**config.mk**
```make
export PLATFORM = sky130hd
export DESIGN_NAME = multi_button_shaper_flat
export DESIGN_NICKNAME = d
export VERILOG_FILES = /design/src/rtl/multi_button_shaper_if.sv /design/src/rtl/multi_button_shaper.sv /design/src/flat_wrapper.sv
export SDC_FILE = /design/constraint.sdc
export NUM_CORES = 1
export LEC_CHECK = 0
export ABC_AREA = 1
export ABC_CLOCK_PERIOD_IN_PS = 1600
export BUFFER_PORTS_ARGS = -buffer_cell sky130_fd_sc_hd__buf_2
export CAP_MARGIN = 20
export CORE_ASPECT_RATIO = 1.5
export CORE_MARGIN = 4
export CORE_UTILIZATION = 55
export CTS_CLUSTER_SIZE = 16
export DETAILED_ROUTE_END_ITERATION = 8
export PLACE_DENSITY = 0.74
export SYNTH_ARGS = -nofsm -noshare
export SYNTH_HDL_FRONTEND = slang
export SYNTH_SLANG_ARGS = --single-unit
```
**constraint.sdc**
```tcl
create_clock -name clk -period 1.6 [get_ports clk]
set_input_delay 0.24 -clock clk [delete_from_list [all_inputs] [get_ports clk]]
set_output_delay 0.24 -clock clk [all_outputs]
set_load 0.02 [all_outputs]
```
**src/rtl/multi_button_shaper_if.sv**
```systemverilog
// Button shaper port bundle: raw active-low buttons in, shaped pulse/level/any-pulse out.
// The shaper is the slave; whoever supplies buttons and consumes events is the master.
interface multi_button_shaper_if #(
  parameter int NUM_BTNS = 4
);

  logic [NUM_BTNS-1:0] inButtons;
  logic [NUM_BTNS-1:0] outPulse;
  logic [NUM_BTNS-1:0] outLevel;
  logic                anyPulse;

  modport master (
    output inButtons,
    input  outPulse,
    input  outLevel,
    input  anyPulse
  );

  modport slave (
    input  inButtons,
    output outPulse,
    output outLevel,
    output anyPulse
  );

endinterface

```
**src/rtl/multi_button_shaper.sv**
```systemverilog
// N-channel pushbutton shaper: 2-FF sync, counter debounce, one-cycle press pulse, debounced level.
// Define BTN_AUTOREPEAT_EN to add hold-to-repeat pulses while a button stays pressed.
module multi_button_shaper #(
  parameter int NUM_BTNS        = 4,
  parameter int DEBOUNCE_CYCLES = 1000,
  parameter int CNT_WIDTH       = 16,
  parameter int REPEAT_DELAY    = 50000,
  parameter int REPEAT_PERIOD   = 10000
) (
  input  logic                  clk,
  input  logic                  rst,
  multi_button_shaper_if.slave  btn
);

`ifdef BTN_AUTOREPEAT_EN
  typedef enum logic [2:0] {
    S_IDLE, S_PULSE, S_HELD, S_RPULSE, S_RHELD
  } state_t;
`else
  typedef enum logic [2:0] {
    S_IDLE, S_PULSE, S_HELD
  } state_t;
`endif

  localparam longint CNT_MAX = (longint'(1) << CNT_WIDTH) - 1;

  // Every counter threshold has to fit in the shared counter width.
  if (CNT_WIDTH < 1 || DEBOUNCE_CYCLES < 1 || longint'(DEBOUNCE_CYCLES) > CNT_MAX ||
      longint'(REPEAT_DELAY) > CNT_MAX || longint'(REPEAT_PERIOD) > CNT_MAX) begin : g_bad_params
    $error("multi_button_shaper: CNT_WIDTH too small for configured cycle counts");
  end

  logic [NUM_BTNS-1:0] sync1;
  logic [NUM_BTNS-1:0] sync2;
  logic [NUM_BTNS-1:0] levelVec;
  logic [NUM_BTNS-1:0] pulseVec;
  logic [NUM_BTNS-1:0] pulseNextVec;
  logic                anyQ;

  // Sync FFs reset to the released (high) level so a held button reads as a fresh press.
  always_ff @(posedge clk or negedge rst) begin
    if (!rst) begin
      sync1 <= '1;
      sync2 <= '1;
    end else begin
      sync1 <= btn.inButtons;
      sync2 <= sync1;
    end
  end

  always_ff @(posedge clk or negedge rst) begin
    if (!rst) begin
      anyQ <= 1'b0;
    end else begin
      anyQ <= |pulseNextVec;
    end
  end

  for (genvar i = 0; i < NUM_BTNS; i++) begin : g_chan
    logic [CNT_WIDTH-1:0] dbCnt;
    logic                 levelQ;
    logic                 differ;
    logic                 pulseQ;
    logic                 pulseNext;
    state_t               state;
    state_t               stateNext;

    assign differ = (~sync2[i]) != levelQ;

    // The level flips only after DEBOUNCE_CYCLES consecutive differing samples.
    always_ff @(posedge clk or negedge rst) begin
      if (!rst) begin
        dbCnt  <= '0;
        levelQ <= 1'b0;
      end else if (!differ) begin
        dbCnt  <= '0;
      end else if (dbCnt == CNT_WIDTH'(DEBOUNCE_CYCLES - 1)) begin
        dbCnt  <= '0;
        levelQ <= ~levelQ;
      end else begin
        dbCnt  <= dbCnt + 1'b1;
      end
    end

    always_ff @(posedge clk or negedge rst) begin
      if (!rst) begin
        state  <= S_IDLE;
        pulseQ <= 1'b0;
      end else begin
        state  <= stateNext;
        pulseQ <= pulseNext;
      end
    end

`ifdef BTN_AUTOREPEAT_EN
    logic [CNT_WIDTH-1:0] rptCnt;

    // Counts cycles spent in a held state; the -2 in the thresholds below accounts for
    // the entry cycle (count 0) and the registered pulse one cycle after the decision.
    always_ff @(posedge clk or negedge rst) begin
      if (!rst) begin
        rptCnt <= '0;
      end else if ((stateNext == S_HELD || stateNext == S_RHELD) && stateNext == state) begin
        rptCnt <= rptCnt + 1'b1;
      end else begin
        rptCnt <= '0;
      end
    end
`endif

    always_comb begin
      stateNext = state;
      case (state)
        S_IDLE:   if (levelQ) stateNext = S_PULSE;
        S_PULSE:  stateNext = S_HELD;
`ifdef BTN_AUTOREPEAT_EN
        S_HELD: begin
          if (!levelQ) stateNext = S_IDLE;
          else if (rptCnt == CNT_WIDTH'(REPEAT_DELAY - 2)) stateNext = S_RPULSE;
        end
        S_RPULSE: stateNext = S_RHELD;
        S_RHELD: begin
          if (!levelQ) stateNext = S_IDLE;
          else if (rptCnt == CNT_WIDTH'(REPEAT_PERIOD - 2)) stateNext = S_RPULSE;
        end
`else
        S_HELD:   if (!levelQ) stateNext = S_IDLE;
`endif
        default:  stateNext = S_IDLE;
      endcase
    end

    // Outputs are decoded from the next state and registered, so they align with the state.
    always_comb begin
      pulseNext = 1'b0;
      if (stateNext == S_PULSE) pulseNext = 1'b1;
`ifdef BTN_AUTOREPEAT_EN
      if (stateNext == S_RPULSE) pulseNext = 1'b1;
`endif
    end

    assign pulseNextVec[i] = pulseNext;
    assign pulseVec[i]     = pulseQ;
    assign levelVec[i]     = levelQ;
  end

  assign btn.outPulse = pulseVec;
  assign btn.outLevel = levelVec;
  assign btn.anyPulse = anyQ;

endmodule

```
**src/flat_wrapper.sv**
```systemverilog
// flat-port wrapper written by rule: the top's interface ports become plain ports
module multi_button_shaper_flat 
#(
  parameter int NUM_BTNS        = 4,
  parameter int DEBOUNCE_CYCLES = 1000,
  parameter int CNT_WIDTH       = 16,
  parameter int REPEAT_DELAY    = 50000,
  parameter int REPEAT_PERIOD   = 10000
)
  (clk, rst, btn_inButtons, btn_outPulse, btn_outLevel, btn_anyPulse);
  multi_button_shaper_if #(.NUM_BTNS(NUM_BTNS)) btn_i ();
  input  logic clk;
  input  logic rst;
  input wire logic [$bits(btn_i.inButtons)-1:0] btn_inButtons;
  output wire logic [$bits(btn_i.outPulse)-1:0] btn_outPulse;
  output wire logic [$bits(btn_i.outLevel)-1:0] btn_outLevel;
  output wire logic [$bits(btn_i.anyPulse)-1:0] btn_anyPulse;
  assign btn_i.inButtons = btn_inButtons;
  assign btn_outPulse = btn_i.outPulse;
  assign btn_outLevel = btn_i.outLevel;
  assign btn_anyPulse = btn_i.anyPulse;
  multi_button_shaper #(.NUM_BTNS(NUM_BTNS), .DEBOUNCE_CYCLES(DEBOUNCE_CYCLES), .CNT_WIDTH(CNT_WIDTH), .REPEAT_DELAY(REPEAT_DELAY), .REPEAT_PERIOD(REPEAT_PERIOD)) u_core (.clk(clk), .rst(rst), .btn(btn_i));
endmodule
```
==> metrics.md, run 1 <==
| Metric | Value |
|---|---|
| Outcome | complete, no violations |
| Most common cell after layout, fill and taps aside | nor2_1 |
| Number of violations of the max-capacitance limit | 0 |
| Cell area after synthesis | 4800 µm² |
| Final non-filler cell area | 5350 µm² |
| Router iterations before antenna repair | 5 |
| Dpl hpwl | 6870 µm |
| Most frequent cells in the layout | nor2_1, nand2_1, inv_1 |
| Detailed-route via count | 3891 |
| Tcrit/Tclk final | 89.8% |
| DR iter-0 viols | 251 |
| Biggest cell delay along the critical path | 0.37 ns |
| Maximum achievable frequency | 0.696 GHz |
| Proportion of synthesized chip area in sequential cells | 48.7% |
| Routed wirelength normalized by instance count | 12.3 µm |
| Yosys cell types | 27 |
| Min-Delay Path Class | reg2reg |
| Setup crit end kind | register |
| Clk Tree Root Cell | clkbuf_16 |
| Placer's final routability congestion estimate | 0.901 |
| DIE HEIGHT | 122 µm |
| Ratio of cells with drive above 1 in the final layout | 11.4% |
| Hold WS | 0.356 ns |
| Area delta synth->final | 11.6% |
| Bufs and invs on worst path | 1 |
| Min cycle time layout | 1.44 ns |
| Synthesis Warnings | 0 |
| Maximum level of the CTS H-tree | 3 |
| Number of max-slew violations in the final report | 0 |
| Critical path arrival | 1.67 ns |
| Post-DR vias/cell | 5.13 |
| Largest fanout on the critical path | 6 |
| Total cell area at the placement stage | 5000 µm² |
| DRC violation count after routing | 0 |
| Largest delay contributor family on the critical path | simple AND/OR/NAND/NOR gates |
| Clock skew | 0.00515 ns |
| Mapped Cells | 617 |
| Total instance count after detailed placement | 737 |
| Total routed wirelength | 9360 µm |
| Total setup violations reported at the end of the flow | 0 |
| Total number of clock tree sinks | 93 |
| Critical path required time | 1.83 ns |
| Via count of the first global-routing pass | 3846 |
| Grt ovf | 0 |
| Final Power | 4700 µW |
| Die width | 84.2 µm |
| Total power divided by cell area | 878 nW/µm² |
| Nets@finish | 656 |
| Maximum number of pins on one net before global-route repair | 35 |
| Filler-free cell count of the finished design | 758 |
| Clock tree from TritonCTS | done |
| Starting utilization of the core area | 56.7% |
| Number of hold violations in the final report | 0 |
| Total CTS buffers | 9 |
| Insertion delay to the later sink of the worst-skew pair | 0.34 ns |
| Number of register bits inferred by synthesis | 93 |
| Overall die area | 10300 µm² |
| Series of cell instances along the critical path | ha_2 > nand2_1 > inv_1 > nand2_1 > nor2_1 > nand2_2 > nand2_2 > nor2_1 |
| Antenna-violating nets left | 0 |
| Number of antenna violations at the first check in global routing | 0 |
| Number of core rows | 41 |
| Global-route wire length before repair | 17000 µm |
| Clock Path Buffers | 2 |
| Area of the core region | 8460 µm² |
| CP startpoint kind | register |
| Register clock-pin slew on the reported worst setup and hold paths | 0.06 ns |
| P_leak | 0.00252 µW |
| Slowest stage cell, crit path | dfrtp_1 |
| Number of top-level pins | 15 |
| IR drop worst, VDD | 0.667 mV |
| GRT Overall Usage | 20.4% |
| Number of buffers added on ports | 14 |
| Sum Neg Setup Slack | 0 ns |
| Diodes inserted | 0 |
| Syn avg cell area | 7.77 µm² |
| Worst Setup Path Type | reg2reg |
[worst register-to-register path, stage by stage (launching register included)]
cell     delay, ns
dfrtp_1       0.37
ha_2          0.22
nand2_1       0.13
inv_1         0.11
nand2_1       0.05
nor2_1        0.14
nand2_2       0.12
nand2_2       0.13
nor2_1        0.06
[synth_stat cells]
| cell | number | area, µm² |
|---|---|---|
| ha_1 | 4 | 50.1 |
| nand2_2 | 13 | 81.3 |
| inv_2 | 1 | 3.75 |
| inv_1 | 93 | 349 |
| xnor2_1 | 12 | 105 |
| nor2_2 | 2 | 12.5 |
| nand4_1 | 29 | 181 |
| nand3_1 | 41 | 205 |
| o21bai_1 | 3 | 22.5 |
| a21oi_1 | 7 | 35.0 |
| o21bai_2 | 1 | 11.3 |
| a31oi_1 | 4 | 25.0 |
| buf_2 | 2 | 10.0 |
| xor2_1 | 12 | 105 |
| nor2_1 | 146 | 548 |
| o21ai_0 | 4 | 20.0 |
| nand2_4 | 1 | 11.3 |
| a211oi_1 | 3 | 22.5 |
| o21ai_2 | 1 | 8.76 |
| dfrtp_1 | 85 | 2130 |
| nand2_1 | 119 | 447 |
| buf_4 | 10 | 75.1 |
| o21ai_1 | 3 | 15.0 |
| dfstp_2 | 8 | 210 |
| nor3_1 | 4 | 20.0 |
| nor2_4 | 8 | 90.1 |
| conb_1 | 1 | 3.75 |
[worst paths after layout]
path | slack (ns) | depth (start not counted) | to | from
worst max-delay path | 0.16 | 8 | u_core.g_chan[0].dbCnt[8]$_DFF_PN0_ | u_core.g_chan[0].dbCnt[0]$_DFF_PN0_
worst min-delay path | 0.36 | 0 | u_core.sync2[0]$_DFF_PN1_ | u_core.sync1[0]$_DFF_PN1_
worst max register to register | 0.16 | 8 | u_core.g_chan[0].dbCnt[8]$_DFF_PN0_ | u_core.g_chan[0].dbCnt[0]$_DFF_PN0_
worst min register to register | 0.36 | 0 | u_core.sync2[0]$_DFF_PN1_ | u_core.sync1[0]$_DFF_PN1_
max in group asynchronous | 0.66 | 3 | u_core.sync1[0]$_DFF_PN1_ | rst
min in group asynchronous | 0.37 | 2 | u_core.g_chan[2].dbCnt[4]$_DFF_PN0_ | rst
[registers in the layout, indices dropped and copies added (netlist names)]
register	count
u_core.g_chan.dbCnt	64
u_core.g_chan.state	12
u_core.g_chan.levelQ	4
u_core.g_chan.pulseQ	4
u_core.sync1	4
u_core.sync2	4
u_core.btn.anyPulse	1
[metrics by stage]
step / utilization [%] / worst slack, ns
3_5_place_dp: 59.1 / 0.160
6_report: 63.3 / 0.163
2_1_floorplan: - / 0.315
4_1_cts: 63.1 / 0.146
3_3_place_gp: 59.1 / 0.215
5_1_grt: 63.3 / -0.00623
[final cells by class]
cell class	instances	area, µm²
Clock buffer	10	229
Multi-Input combinational cell	421	2040
Sequential cell	93	2340
Inverter	94	353
Timing Repair Buffer	27	195
Tap cell	107	134
Clock inverter	6	63.8
Fill cell	738	3110
[metal layers]
layer	GRT usage, %	part of all wire [%]	wire length, µm	up-vias
met5	0	0	0	-
met4	9.05	2.6	240	0
met3	4.77	4.5	419	24
met2	35.3	51	4790	111
met1	24.2	42	3900	1787
li1	-	-	-	1969
[where the power goes]
| part | switching, µW | leakage [µW] | internal, µW |
|---|---|---|---|
| Sequential | 26.9 | 0.00125 | 2400 |
| Combinational | 118 | 0.00113 | 63.4 |
| Clock | 887 | 0.000138 | 1210 |
| Total | 1030 | 0.00252 | 3670 |
[timing repair]
item / CTS / global route
resized for setup: 0 / 3
hold endpoints to repair: 29 / 0
setup buffers: 0 / 0
hold buffers: 5 / 0
setup endpoints to repair: 0 / 12
[logic make-up after synthesis]
group,Yosys count,share of synthesized area [%]
flops,93,48.7
buf+inv,106,9.13
fa+ha+maj,4,1.04
other cells,1,0.0782
simple gates,363,33.3
xor+xnor,24,4.38
compound gates,26,3.34
No activity file was read; power rests on OpenSTA's default activity.
==> run 2, diff against run 1 <==
- ABC_CLOCK_PERIOD_IN_PS: 1600 -> 1550
- clock period: 1.6 -> 1.55 ns (I/O delays scaled with it)
==> metrics.md, run 2 (synthesis results as in run 1) <==
| Metric | Value |
|---|---|
| Outcome | complete, no violations |
| Buffer count from post-CTS setup fixing | 0 (unchanged) |
| Placer's final routability congestion estimate | 0.898 (-0.28%) |
| Number of violations of the max-capacitance limit | 0 (unchanged) |
| Antenna-violating nets left | 0 (unchanged) |
| Dpl hpwl | 6850 µm (-0.20%) |
| Number of core rows | 41 (unchanged) |
| Total routed wirelength | 9490 µm (+1.5%) |
| Detailed-route via count | 3884 (-0.18%) |
| Tcrit/Tclk final | 91.9% (+2.1 points) |
| Clock tree from TritonCTS | done |
| Number of buffers added on ports | 14 (unchanged) |
| Clock network power share | 45.6% (+1.1 points) |
| Number of top-level pins | 15 (unchanged) |
| Diodes inserted | 0 (unchanged) |
| Clock Path Buffers | 2 (unchanged) |
| Insertion delay to the later sink of the worst-skew pair | 0.34 ns (about the same) |
| Area delta synth->final | 12.2% |
| Slowest stage cell, crit path | dfrtp_1 |
| Combinational share of power | 3.8% (about the same) |
| DRC violation count after routing | 0 (unchanged) |
| Nets@finish | 654 (-0.30%) |
| Number of max-slew violations in the final report | 0 (unchanged) |
| Biggest cell delay along the critical path | 0.38 ns (about the same) |
| Maximum achievable frequency | 0.702 GHz (+0.89%) |
| Total instance count after detailed placement | 735 (-0.27%) |
| Die width | 84.2 µm (unchanged) |
| Setup crit end kind | register |
| Total power divided by cell area | 920 nW/µm² (+4.8%) |
| Total CTS buffers | 9 (unchanged) |
| Switching power of the nets | 1070 µW (+4.0%) |
| Registers with the most flip-flops | u_core.g_chan.dbCnt (64), u_core.g_chan.state (12) |
| CP startpoint kind | register |
| Largest delay contributor family on the critical path | simple AND/OR/NAND/NOR gates |
| Worst Setup Path Type | reg2reg |
| Most frequent cells in the layout | nor2_1, nand2_1, inv_1 |
| Largest fanout on the critical path | 5 (-1) |
| DIE HEIGHT | 122 µm (unchanged) |
| Total area of multi-input combinational cells | 2050 µm² (+0.49%) |
| Most frequent cell on the critical path | nand2_2 |
| Min cycle time layout | 1.42 ns (-0.0126 ns) |
| GRT Overall Usage | 20.0% (-0.44 points) |
| Internal cell power | 3880 µW (+5.7%) |
| Post-DR vias/cell | 5.14 (about the same) |
| Global-route wire length before repair | 16700 µm (-1.7%) |
| Finished Core Util | 63.6% (+0.31 points) |
| Router iterations before antenna repair | 4 (-1) |
| Routed wirelength normalized by instance count | 12.6 µm (+1.8%) |
| Bufs and invs on worst path | 1 (unchanged) |
| Grt ovf | 0 (unchanged) |
| Number of antenna violations at the first check in global routing | 0 (unchanged) |
| Worst reg-to-reg setup slack | 0.13 ns (-0.04 ns) |
| DR iter-0 viols | 172 (-31%) |
| IR drop worst, VDD | 0.714 mV (+7.0%) |
| Reg-to-Reg Start | u_core.g_chan[0].dbCnt[0]$_DFF_PN0_ |
| Filler-free cell count of the finished design | 756 (-0.26%) |
| Total setup violations reported at the end of the flow | 0 (unchanged) |
| P_leak | 0.00252 µW (+0.15%) |
| Ratio of cells with drive above 1 in the final layout | 11.9% (+0.50 points) |
| Clk Tree Root Cell | clkbuf_16 |
| Via count of the first global-routing pass | 3887 (+1.1%) |
| Maximum number of pins on one net before global-route repair | 30 (-14%) |
| Series of cell instances along the critical path | ha_2 > nand2_2 > inv_1 > nand2_1 > nor2_2 > nand2_2 > nand3_1 > nor2_1 |
| Register ranked first by flip-flop count | u_core.g_chan.dbCnt |
| Portion of total power attributed to sequential cells | 50.6% (-1.0 points) |
| Clock skew | 0.00583 ns (+0.000686 ns) |
| Register clock-pin slew on the reported worst setup and hold paths | 0.06 ns (about the same) |
| Critical path arrival | 1.66 ns (about the same) |
| Area taken by flip-flops and latches | 2340 µm² (unchanged) |
| Number of hold violations in the final report | 0 (unchanged) |
| Critical Path Source | u_core.g_chan[0].dbCnt[0]$_DFF_PN0_ |
| FILL cells | 745 (+0.95%) |
| Starting utilization of the core area | 56.7% (unchanged) |
| Critical path required time | 1.78 ns (-0.05 ns) |
| Most common cell after layout, fill and taps aside | nor2_1 |
| Overall die area | 10300 µm² (unchanged) |
| Number of flip-flops under the largest register name | 64 (unchanged) |
| Fraction of power spent switching nets | 21.7% (-0.27 points) |
| Maximum level of the CTS H-tree | 3 (unchanged) |
| Total number of clock tree sinks | 93 (unchanged) |
| Min-Delay Path Class | in2async |
| Area of the core region | 8460 µm² (unchanged) |
## run 2: layer usage
layer	routed length, µm	track usage [%]	up-vias
met5	0	0	-
met4	279	10.7	0
met3	250	3.63	23
met2	5000	34.9	55
met1	3970	23.2	1845
li1	-	-	1961
## run 2: worst register-to-register path, stage by stage (launching register included)
cell	delay (ns)
dfrtp_1	0.38
ha_2	0.23
nand2_2	0.10
inv_1	0.08
nand2_1	0.07
nor2_2	0.15
nand2_2	0.13
nand3_1	0.11
nor2_1	0.05
## run 2: timing repair
| item | 4_1_cts | 5_1_grt |
|---|---|---|
| endpoints found under the hold margin | 28 | 0 |
| hold buffers | 5 | 0 |
| endpoints found under the setup margin | 0 | 18 |
| gates resized for setup | 0 | 7 |
## run 2: area by class of cell
cell class | instances | share of cell area (%)
flip-flops and latches | 93 | 43.4
multi-input cells | 421 | 38.1
inverters | 94 | 6.56
clock buffers | 11 | 4.70
repair buffers | 25 | 3.58
well taps | 107 | 2.49
clock inverters | 5 | 1.09
## run 2: power groups by stage
stage	sequential (µW)	combinational (µW)	clock, µW
after floorplan	2540	83.9	0
after global placement	2550	176	0
after detailed placement	2550	182	0
after CTS	2500	193	2310
after global routing	2510	220	2400
final	2500	188	2260
## run 2: path summary, 6_finish.rpt
check / endpoint / depth (start not counted)
worst max-delay path: u_core.g_chan[0].dbCnt[9]$_DFF_PN0_ / 8
worst min-delay path: u_core.g_chan[2].dbCnt[10]$_DFF_PN0_ / 2
worst max register to register: u_core.g_chan[0].dbCnt[9]$_DFF_PN0_ / 8
worst min register to register: u_core.sync2[0]$_DFF_PN1_ / 0
max in group asynchronous: u_core.sync2[1]$_DFF_PN1_ / 3
min in group clk: u_core.sync2[0]$_DFF_PN1_ / 0
## run 2: stage by stage
| step | power (µW) | cell area [µm²] | hold WS [ns] | setup TNS (ns) | worst slack (ns) |
|---|---|---|---|---|---|
| after floorplan | 2630 | 4810 | -0.0631 | 0 | 0.265 |
| after global placement | 2720 | 5000 | 0.191 | 0 | 0.170 |
| after detailed placement | 2730 | 5000 | 0.196 | 0 | 0.0960 |
| after CTS | 5010 | 5360 | 0.355 | 0 | 0.0652 |
| after global routing | 5120 | 5380 | 0.359 | -0.0124 | -0.00994 |
| final | 4950 | 5380 | 0.356 | 0 | 0.126 |
